File: src/rtl/melody_chime_poly.sv
// Polyphonic chime top: 10 us / 1 ms strobes, round-robin note dispatch to
// C_SLOT_N tone slots, saturating waveform mixer and 1-bit delta-sigma DAC.
module melody_chime_poly #(
    parameter int C_SYS_CK_FREQ = 48_000_000,
    parameter int C_SLOT_N      = 4,
    parameter int C_WAVE_W      = 16,
    parameter int C_MIX_W       = 10
) (
    input  logic                         CK_i,
    input  logic                         SRST_i,
    input  logic                         NOTE_WE_i,
    input  logic [7:0]                   NOTE_DIV_i,
    input  logic                         NOTE_ON_i,
    input  logic [C_SLOT_N*C_WAVE_W-1:0] WAVES_i,
    input  logic                         MUTE_i,
    output logic                         EE_10US_o,
    output logic                         EE_1MS_o,
    output logic [C_SLOT_N-1:0]          SLOT_WE_o,
    output logic [7:0]                   SLOT_DIV_o,
    output logic                         SLOT_ON_o,
    output logic                         CLIP_o,
    output logic                         AUDIO_L_o,
    output logic                         AUDIO_R_o
);

    localparam int L     = C_SYS_CK_FREQ / 100_000;
    localparam int CTR_W = (L > 1) ? $clog2(L) : 1;
    localparam int PTR_W = $clog2(C_SLOT_N);
    localparam int SUM_W = C_MIX_W + PTR_W;
    localparam int SHIFT = C_WAVE_W - C_MIX_W;

    localparam logic [CTR_W-1:0]        CTR_RELOAD = CTR_W'(L - 1);
    localparam logic signed [SUM_W-1:0] SUM_MAX    = SUM_W'((2 ** (C_MIX_W - 1)) - 1);
    localparam logic signed [SUM_W-1:0] SUM_MIN    = SUM_W'(-(2 ** (C_MIX_W - 1)));
    localparam logic [C_MIX_W-1:0]      MIX_MAX    = {1'b0, {(C_MIX_W - 1){1'b1}}};
    localparam logic [C_MIX_W-1:0]      MIX_MIN    = {1'b1, {(C_MIX_W - 1){1'b0}}};

    logic [CTR_W-1:0] ctr;
    logic [6:0]       ms_ctr;

    always_ff @(posedge CK_i) begin
        if (SRST_i) begin
            ctr       <= '0;
            ms_ctr    <= '0;
            EE_10US_o <= 1'b0;
            EE_1MS_o  <= 1'b0;
        end else begin
            EE_10US_o <= (ctr == '0);
            EE_1MS_o  <= (ctr == '0) && (ms_ctr == '0);
            if (ctr == '0) begin
                ctr    <= CTR_RELOAD;
                ms_ctr <= (ms_ctr == '0) ? 7'd99 : ms_ctr - 7'd1;
            end else begin
                ctr <= ctr - CTR_W'(1);
            end
        end
    end

    logic [C_SLOT_N-1:0]        active;
    logic [C_SLOT_N-1:0][7:0]   div;
    logic [PTR_W-1:0]           ptr;

    logic [C_SLOT_N-1:0] match;
    logic [PTR_W-1:0]    hit_idx;
    logic                free_found;
    logic [PTR_W-1:0]    free_idx;
    logic [PTR_W-1:0]    scan_idx;
    logic [PTR_W-1:0]    sel_idx;
    logic [C_SLOT_N-1:0] we_next;
    logic [C_SLOT_N-1:0] active_next;
    logic [PTR_W-1:0]    ptr_next;

    // Slot choice for note-on: retrigger a matching slot, else first free from ptr, else steal ptr.
    always_comb begin
        match       = '0;
        hit_idx     = '0;
        free_found  = 1'b0;
        free_idx    = ptr;
        scan_idx    = '0;
        sel_idx     = ptr;
        we_next     = '0;
        active_next = active;
        ptr_next    = ptr;

        for (int k = 0; k < C_SLOT_N; k++) begin
            match[k] = active[k] && (div[k] == NOTE_DIV_i);
        end
        for (int k = C_SLOT_N - 1; k >= 0; k--) begin
            if (match[k]) hit_idx = PTR_W'(k);
        end
        for (int i = C_SLOT_N - 1; i >= 0; i--) begin
            scan_idx = PTR_W'((int'(ptr) + i) % C_SLOT_N);
            if (!active[scan_idx]) begin
                free_found = 1'b1;
                free_idx   = scan_idx;
            end
        end

        if (NOTE_WE_i) begin
            if (NOTE_ON_i) begin
                if (|match)          sel_idx = hit_idx;
                else if (free_found) sel_idx = free_idx;
                else                 sel_idx = ptr;
                we_next[sel_idx]     = 1'b1;
                active_next[sel_idx] = 1'b1;
                if (!(|match)) begin
                    ptr_next = (sel_idx == PTR_W'(C_SLOT_N - 1)) ? '0 : sel_idx + PTR_W'(1);
                end
            end else begin
                we_next     = match;
                active_next = active & ~match;
            end
        end
    end

    always_ff @(posedge CK_i) begin
        if (SRST_i) begin
            active     <= '0;
            div        <= '0;
            ptr        <= '0;
            SLOT_WE_o  <= '0;
            SLOT_DIV_o <= '0;
            SLOT_ON_o  <= 1'b0;
        end else begin
            active    <= active_next;
            ptr       <= ptr_next;
            SLOT_WE_o <= we_next;
            if (|we_next) begin
                SLOT_DIV_o <= NOTE_DIV_i;
                SLOT_ON_o  <= NOTE_ON_i;
            end
            for (int k = 0; k < C_SLOT_N; k++) begin
                if (we_next[k] && NOTE_ON_i) div[k] <= NOTE_DIV_i;
            end
        end
    end

    logic [SUM_W-1:0]   sum;
    logic [C_MIX_W-1:0] sat_mix;
    logic               sat_clip;
    logic [C_MIX_W-1:0] mix;
    logic               unused_wave_lsbs;

    assign unused_wave_lsbs = ^WAVES_i;

    // Each slot contributes its top C_MIX_W bits, sign-extended to the widened sum.
    always_comb begin
        sum = '0;
        for (int k = 0; k < C_SLOT_N; k++) begin
            sum = sum + {{PTR_W{WAVES_i[k*C_WAVE_W + C_WAVE_W - 1]}},
                         WAVES_i[k*C_WAVE_W + SHIFT +: C_MIX_W]};
        end
        sat_clip = 1'b0;
        sat_mix  = sum[C_MIX_W-1:0];
        if ($signed(sum) > SUM_MAX) begin
            sat_mix  = MIX_MAX;
            sat_clip = 1'b1;
        end else if ($signed(sum) < SUM_MIN) begin
            sat_mix  = MIX_MIN;
            sat_clip = 1'b1;
        end
    end

    always_ff @(posedge CK_i) begin
        if (SRST_i || MUTE_i) begin
            mix    <= '0;
            CLIP_o <= 1'b0;
        end else begin
            mix    <= sat_mix;
            CLIP_o <= sat_clip;
        end
    end

    logic [C_MIX_W-1:0] dsm_in;
    logic [C_MIX_W:0]   acc;
    logic [C_MIX_W:0]   acc_next;

    // Offset-binary sample feeds a carry-out accumulator; the carry is the 1-bit stream.
    assign dsm_in   = {~mix[C_MIX_W-1], mix[C_MIX_W-2:0]};
    assign acc_next = {1'b0, acc[C_MIX_W-1:0]} + {1'b0, dsm_in};
    assign AUDIO_L_o = acc[C_MIX_W];

    always_ff @(posedge CK_i) begin
        if (SRST_i) begin
            acc       <= '0;
            AUDIO_R_o <= 1'b1;
        end else begin
            acc       <= acc_next;
            AUDIO_R_o <= ~acc_next[C_MIX_W];
        end
    end

endmodule

File: config.mk
export PLATFORM = sky130hd
export DESIGN_NAME = melody_chime_poly
export DESIGN_NICKNAME = d
export VERILOG_FILES = /design/src/rtl/melody_chime_poly.sv
export SDC_FILE = /design/constraint.sdc
export NUM_CORES = 1
export LEC_CHECK = 0
export ABC_CLOCK_PERIOD_IN_PS = 4400
export CORE_ASPECT_RATIO = 1.25
export CORE_MARGIN = 5
export CORE_UTILIZATION = 53
export DETAILED_ROUTE_END_ITERATION = 8
export HOLD_SLACK_MARGIN = 0.15
export PLACE_DENSITY_LB_ADDON = 0.15
export SYNTH_ARGS = -nofsm -noshare
export SYNTH_HDL_FRONTEND = slang
export SYNTH_SLANG_ARGS = --single-unit
File: constraint.sdc
create_clock -name CK_i -period 4.4 [get_ports CK_i]
set_input_delay 0.88 -clock CK_i [delete_from_list [all_inputs] [get_ports CK_i]]
set_output_delay 0.88 -clock CK_i [all_outputs]
set_load 0.01 [all_outputs]
### Yosys cells after proc, flatten, opt, wreduce, memory -nomap -nowiden

Index checks and enable logic that the tools add are counted.

| storage, ports and cells | value |
|---|---|
| bits in writable memories | 0 |
| bits in latches | 0 |
| bits of input ports | 77 |
| ROM bits | 0 |
| bits in registers | 92 |
| memories kept | 0 |

| cells by class | value |
|---|---|
| div/mod/pow operators | 0 |
| $add $sub $neg | 10 |
| bitwise gates (word level) | 6 |
| $mul | 0 |
| shift-type cells | 0 |
| reduce and logical (&&, ||, !) cells | 18 |
| order comparisons | 8 |
| multiplexer cells | 36 |
| equal/unequal tests | 5 |

Operator list:

| cell | count |
|---|---|
| $eq A8 B8 Y1 | 4 |
| $mux W2 | 13 |
| $add A10 B10 Y11 | 2 |
| $mux W9 | 2 |
| $lt A2 B3 Y1 const B | 5 |
| $add A11 B10 Y12 | 1 |
| $add A12 B12 Y12 | 1 |
| $gt A12 B10 Y1 const B | 1 |
| $lt A12 B10 Y1 const B | 1 |
| $mux W4 | 3 |
| $mux W1 | 11 |
| $logic_and A1 B1 Y1 | 10 |
| $mux W10 | 1 |
| $logic_not A9 Y1 | 1 |
| $sub A9 B1 Y9 const B | 1 |
| $bmux W1 S2 | 4 |
| $reduce_or A4 Y1 | 2 |
| $logic_not A7 Y1 | 1 |
| $mux W7 | 1 |
| $sub A7 B1 Y7 const B | 1 |
| $add A2 B1 Y2 const B | 2 |
| $add A2 B2 Y2 const B | 2 |
| $and A4 B4 Y4 | 1 |
| $not A4 Y4 | 1 |
| other kinds (8) | 11 |

### Longest topological paths before layout

Gate-level depths: netlist of run 1.

| depth | value |
|---|---|
| depth in word-level cells | 18 |
| depth in mapped cells | 13 |
| mapped depth without buffers | 12 |

### Least setup slack after synthesis of run 1

OpenSTA, ideal clock, no wires.

| path | value |
|---|---|
| path type | input -> register |
| start | input WAVES_i[7] |
| end | register mix[0] |
| arrival | 3.961 ns |
| slack | 0.380 ns |
| stages on the path | 12 |
| cells stage by stage | inv_1 > fa_1 > inv_1 > fa_1 > ha_1 > fa_1 > a211oi_1 > o211ai_1 > a221oi_1 > a21oi_2 > a211oi_4 > a31o_1 |

| between the ends | value |
|---|---|
| cells in the longest elaborated chain, start to end | 6 |

RTL lines:

| what | RTL line | text |
|---|---|---|
| start: declaration | 14 | `input logic [C_SLOT_N*C_WAVE_W-1:0] WAVES_i,` |
| $add A10 B10 Y11 * | 150 | `sum = sum + {{PTR_W{WAVES_i[k*C_WAVE_W + C_WAVE_W - 1]}},` |
| $add A11 B10 Y12 * | 150 |  |
| $add A12 B12 Y12 * | 150 |  |
| $lt A12 B10 Y1 | 158 | `end else if ($signed(sum) < SUM_MIN) begin` |
| $mux W10 | 158 |  |
| $mux W9 * | 155 | `if ($signed(sum) > SUM_MAX) begin` |
| end signal: assignment | 169 | `mix <= sat_mix;` |
| end: declaration | 141 | `logic [C_MIX_W-1:0] mix;` |

Every way passes the cells marked *; elsewhere a longest branch is shown, timed or not.
A chain may end at the register's enable or synchronous reset.

### Worst setup path in the final report of run 1

| path | value |
|---|---|
| start | input WAVES_i[7] |
| end | register mix[4] |

The elaborated chain is that of the path after synthesis.

==> results of run 1 <==
-- stage by stage --
step,hold slack (ns),setup TNS (ns),power [uW],std cells
after detailed placement,0.460,-2.99,2500,833
final,0.467,0,3240,849
after CTS,0.470,0,3250,849
after floorplan,0.434,0,2070,629
after global routing,0.482,0,3480,849
after global placement,0.446,-2.65,2430,833
-- state kept, by name (all words and copies together), names as in the netlist --
register,cells
EE_1MS_o,1
div,32
CLIP_o,1
active,4
acc,11
SLOT_DIV_o,8
ctr,9
EE_10US_o,1
SLOT_WE_o,4
SLOT_ON_o,1
AUDIO_R_o,1
mix,10
ptr,2
ms_ctr,7
-- placed cells by master, fill, tap and decap left out, drive strengths merged, types with 3 or more instances in the layout --
cell type	count
xnor2	32
nand2	86
o21ai	22
a31oi	3
nand4	5
nor4	10
nor2b	6
and4	4
ha	27
clkinv	3
clkdlybuf4s50	69
a221oi	4
clkbuf	9
a31o	9
nand2b	4
a21o	5
dfxtp	92
nor3	15
buf	32
a21oi	70
or3	4
o31ai	4
fa	22
or4	3
or2	3
o21a	4
and3	7
a211oi	7
inv	62
nand3	12
xor2	15
and2	4
nor2	43
-- repair_timing --
| item | in CTS | in global routing |
|---|---|---|
| endpoints found under the setup margin | 0 | 10 |
| endpoints found under the hold margin | 0 | 0 |
| gates resized for setup | 0 | 2 |
-- worst max-delay path: cells and delay by family --
kind / cells / cell delay, ns
adders and majority gates: 4 / 1.63
buffers and inverters: 5 / 0.90
AOI/OAI and AO/OA: 6 / 1.10
-- cell families (layout without fill, tap and decap cells) --
family,Yosys count,count (layout),share of synthesized area [%]
and+or+nand+nor,211,211,19.2
AOI/OAI and AO/OA,144,144,17.1
DFF,92,92,34.5
buffers and inverters,84,175,6.52
adders and majority gates,49,49,14.6
xor gates and xnor gates,47,47,7.72
muxes,2,2,0.399
-- cell type report --
| class | count | area (sq um) | area share (%) |
|---|---|---|---|
| clock inverters | 7 | 67.6 | 1.02 |
| clock buffers | 9 | 225 | 3.41 |
| multi-input cells | 453 | 3160 | 47.8 |
| repair buffers | 101 | 928 | 14.1 |
| well taps | 129 | 161 | 2.45 |
| flip-flops and latches | 92 | 1840 | 27.9 |
| inverters | 58 | 218 | 3.30 |
-- power by group --
| group | internal, uW | switching [uW] | leakage (uW) |
|---|---|---|---|
| Combinational | 649 | 731 | 0.00179 |
| Sequential | 1010 | 100 | 0.000751 |
| Clock | 398 | 351 | 0.000145 |
-- per-layer routing --
layer / track usage (%) / up-vias / wire length [um]
met5: 0 / - / 0
met4: 9.99 / 0 / 356
met3: 4.70 / 24 / 465
met2: 37.9 / 97 / 6400
met1: 21.2 / 2153 / 4630
li1: - / 2305 / -
-- worst paths after layout --
path / depth (start not counted) / end
max: 15 / mix[4]
min: 2 / div[6]
max reg2reg: 12 / SLOT_DIV_o[3]
min reg2reg: 2 / div[6]
==> qor.txt, run 1 <==
Status: finished, final reports clean
Worst min-delay path category: reg -> reg
Die area: 12200 sq um
Layout cell share with drive strength beyond 1: 8.75%
Skew final: 0.0144 ns
Worst endpoint required time: 4.69 ns
Worst setup margin: 0.179 ns
I/O Buffers: 70
Fin crit period: 4.22 ns
Most frequent cells after synthesis: 92 x dfxtp_1, 86 x nand2_1, 69 x a21oi_1, 58 x inv_1, 43 x nor2_1
CP endpoint kind: flip-flop
WL/cell: 14.0 um
CP Launch Type: primary input
Clk sinks: 92
Worst rel slew slack: 38.9%
Final period util: 95.9%
Routability congestion estimate: 0.860
Via/cell ratio: 5.39
Crit path cell chain: clkdlybuf4s50_1, inv_1, fa_1, inv_1, fa_1, ha_1, fa_1, a211oi_2, o211ai_1, a221oi_2, buf_4, a21oi_2, a211oi_4, buf_4, a31o_1
First-pass GRT wire length: 19900 um
Fmax: 237 MHz
Fill count: 864
Top-area cell type share of the netlist area: 34.5%
Asr flop ratio synth: 0%
Worst slack at placement: -0.331 ns
GRT Total Usage: 20.4%
Seq/Total Area, Yosys: 34.5%
Crit path arrival time: 4.51 ns
Die Y: 122 um
Worst-Margin Slew: 0.908 ns
Top cells by area, synth: dfxtp_1 35%, fa_1 8.3%, a21oi_1 6.5%
Max incr delay on CP: 0.54 ns
Ys Warns: 0
RSZ-0062 raised after global routing: false
Synth unique cells: 60
Nets: 841
Antenna-violating nets left: 0
Initial antenna violation count: 0
DRT iter0 DRCs: 181
# IOs: 95
Starting Density: 53.6%
Synthesized instance count: 629
H-tree depth: 3
CP Class: in -> reg
CTS tree: done
GRT overflow: 0
Rows: 41
Launching point of the worst reg2reg path: div[25]
Worst R2R Setup Slack: 1.33 ns
Worst path most repeated cell: fa_1
# DRC: 0
Mean area per synthesized cell: 8.48 sq um
Setup-failing EPs final: 0
Largest area contributor in the synthesized netlist: dfxtp_1
Clk slew on worst S/H paths: 0.07 ns
Synth Flop Type: dfxtp_1
Drt first pass iters: 4
Slew Viols, Final: 0
CP max FO: 5
Clk_lat worst skew: 0.35 ns
CTS Buffer Depth: 2
Post-DP Area: 6290 sq um
Final Util: 66.3%
Total CTS buffers: 9
P&R area growth vs syn: 23.7%
Most common cell in the netlist: dfxtp_1
Post-synth EDFFs: 0
Crit path from: WAVES_i[7]
Synthesized area: 5340 sq um
Largest net degree at the start of global routing: 77
Cell Pwr Density: 491 nW/um^2
Clock Root Buffer: clkbuf_16
Maximum vdd drop: 0.000279 V
Register bit total from synthesis: 92
Hold Vio Cnt, Final: 0
Hold-fix buffer count after cts: 0
Vias: 4579
Final Cell Area: 6600 sq um
Post-CTS setup buffers: 0
DP HPWL: 9230 um
Slowest cell on the critical path: fa_1
Syn Nets: 755
Max cap viols: 0
Chip width: 99.7 um
Diode count: 0
LEAKAGE: 0.00269 uW
Final wirelength: 11800 um
Core area: 9950 sq um
Hold path startpoint: div[6]
Vias in the first global route: 4616
Note: power is estimated with default switching activity, not from simulation.
==> run 2, diff against run 1 <==
- CAP_MARGIN: unset -> 5
- CELL_PAD_IN_SITES_DETAIL_PLACEMENT: unset -> 0
- CELL_PAD_IN_SITES_GLOBAL_PLACEMENT: unset -> 1
- CORE_UTILIZATION: 53 -> 40
==> run 2 against run 1 <==
Compared with the run above: clock skew fell by 0.0033 ns; die area increased by 29%; via count fell by 0.92%; combinational power about the same; wire length rose by 3.4%; hold slack about the same; critical path type unchanged; largest power group unchanged.
==> qor.txt, run 2 (synthesized netlist as in run 1, its figures left out) <==
Status: finished, final reports clean
Final period util: 95.5%
Seq pwr share: 34.7%
Worst endpoint required time: 4.63 ns
Post-CTS setup buffers: 0
Maximum vdd drop: 0.000188 V
Fin crit period: 4.20 ns
Clk sinks: 92
Skew final: 0.0111 ns
Setup-failing EPs final: 0
Diode count: 0
Clk_lat worst skew: 0.34 ns
DP HPWL: 9500 um
Clock Root Buffer: clkbuf_16
Routability congestion estimate: 0.805
Power consumption: 3190 uW
Starting Density: 40.5%
GRT overflow: 0
CP Class: in -> reg
I/O Buffers: 70
Launching point of the worst reg2reg path: div[25]
Crit path arrival time: 4.43 ns
Max cap viols: 0
Worst setup margin: 0.198 ns
# DRC: 0
Die Y: 139 um
Worst min-delay path category: reg -> reg
Most flop-heavy register: div
Clk slew on worst S/H paths: 0.07 ns
# IOs: 95
Hold path startpoint: div[24]
Sw Ratio: 35.5%
DRT iter0 DRCs: 178
Nets: 845
CP max FO: 10
Leading registers by flop count: div (32), acc (11), mix (10)
Largest net degree at the start of global routing: 52
CP Launch Type: primary input
Final wirelength: 12300 um
Layout cell share with drive strength beyond 1: 9.25%
Worst slack at placement: -0.256 ns
Hold Vio Cnt, Final: 0
P&R area growth vs syn: 25.1%
Crit path from: WAVES_i[7]
Setup TNS: 0 ns
First-pass GRT wire length: 21000 um
Fmax: 238 MHz
GRT Total Usage: 16.3%
Hold WS: 0.467 ns
Worst-Margin Slew: 0.916 ns
Commonest non-fill, non-tap cell in the layout: dfxtp_1
Clk pwr share: 22.5%
Antenna-violating nets left: 0
Vias: 4537
Post-cts sizing count: 0
Total CTS buffers: 9
RSZ-0062 raised after global routing: false
H-tree depth: 3
WL/cell: 13.7 um
CP endpoint kind: flip-flop
P_sw: 1130 uW
Die area: 15800 sq um
Via/cell ratio: 5.07
Cell Pwr Density: 478 nW/um^2
Worst rel slew slack: 38.3%
CTS Buffer Depth: 2
Vias in the first global route: 4649
Drt first pass iters: 4
Initial antenna violation count: 0
Most frequent cells in the layout: 92 x dfxtp_1, 86 x nand2_1, 69 x a21oi_1, 69 x clkdlybuf4s50_1, 58 x inv_1
Internal power: 2060 uW
Core area: 13200 sq um
Max reg flops: 32
Gate power share: 42.8%
Chip width: 113 um
Rows: 47
Hold-fix buffer count after cts: 0
Slew Viols, Final: 0
LEAKAGE: 0.00270 uW
CTS tree: done
run 2: area by class of cell:
type,count,area [sq um]
clock buffer,11,243
clock inverter,5,37.5
fill,1278,6500
inverter,58,218
multi-input combinational,453,3160
sequential,92,1840
tap,171,214
timing repair buffer,105,962
run 2: metal layers:
layer / global-route usage [%] / wire length (um)
met5: 0 / 0
met4: 5.51 / 183
met3: 2.84 / 571
met2: 30.7 / 6700
met1: 18.0 / 4790
run 2: worst paths after layout:
kind	slack, ns	endpoint	cells after the start
min	0.47	div[24]	2
min reg2reg	0.47	div[24]	2
max	0.20	mix[1]	14
max reg2reg	1.43	SLOT_DIV_o[3]	11
run 2: power groups by stage:
stage	clock [uW]	sequential [uW]	combinational, uW
floorplan	0	1110	961
global placement	0	1120	1320
detailed placement	0	1120	1360
CTS	739	1110	1370
global route	778	1130	1540
finish	717	1110	1360
run 2: metrics by stage:
| step | area, sq um | utilization, % | instances |
|---|---|---|---|
| after floorplan | 5340 | - | 629 |
| after global placement | 6380 | 48.4 | 879 |
| after detailed placement | 6380 | 48.4 | 879 |
| after CTS | 6660 | 50.5 | 895 |
| after global routing | 6680 | 50.7 | 895 |
| final | 6680 | 50.7 | 895 |
run 2: critical path, cell delays in order:
cell,delay (ns)
clkdlybuf4s50_1,0.45
inv_1,0.05
fa_1,0.53
inv_1,0.05
fa_1,0.50
ha_1,0.19
fa_2,0.23
buf_4,0.12
a21oi_1,0.07
nand4b_1,0.25
and4_4,0.22
o21ai_1,0.32
nand3_2,0.27
a31o_1,0.29
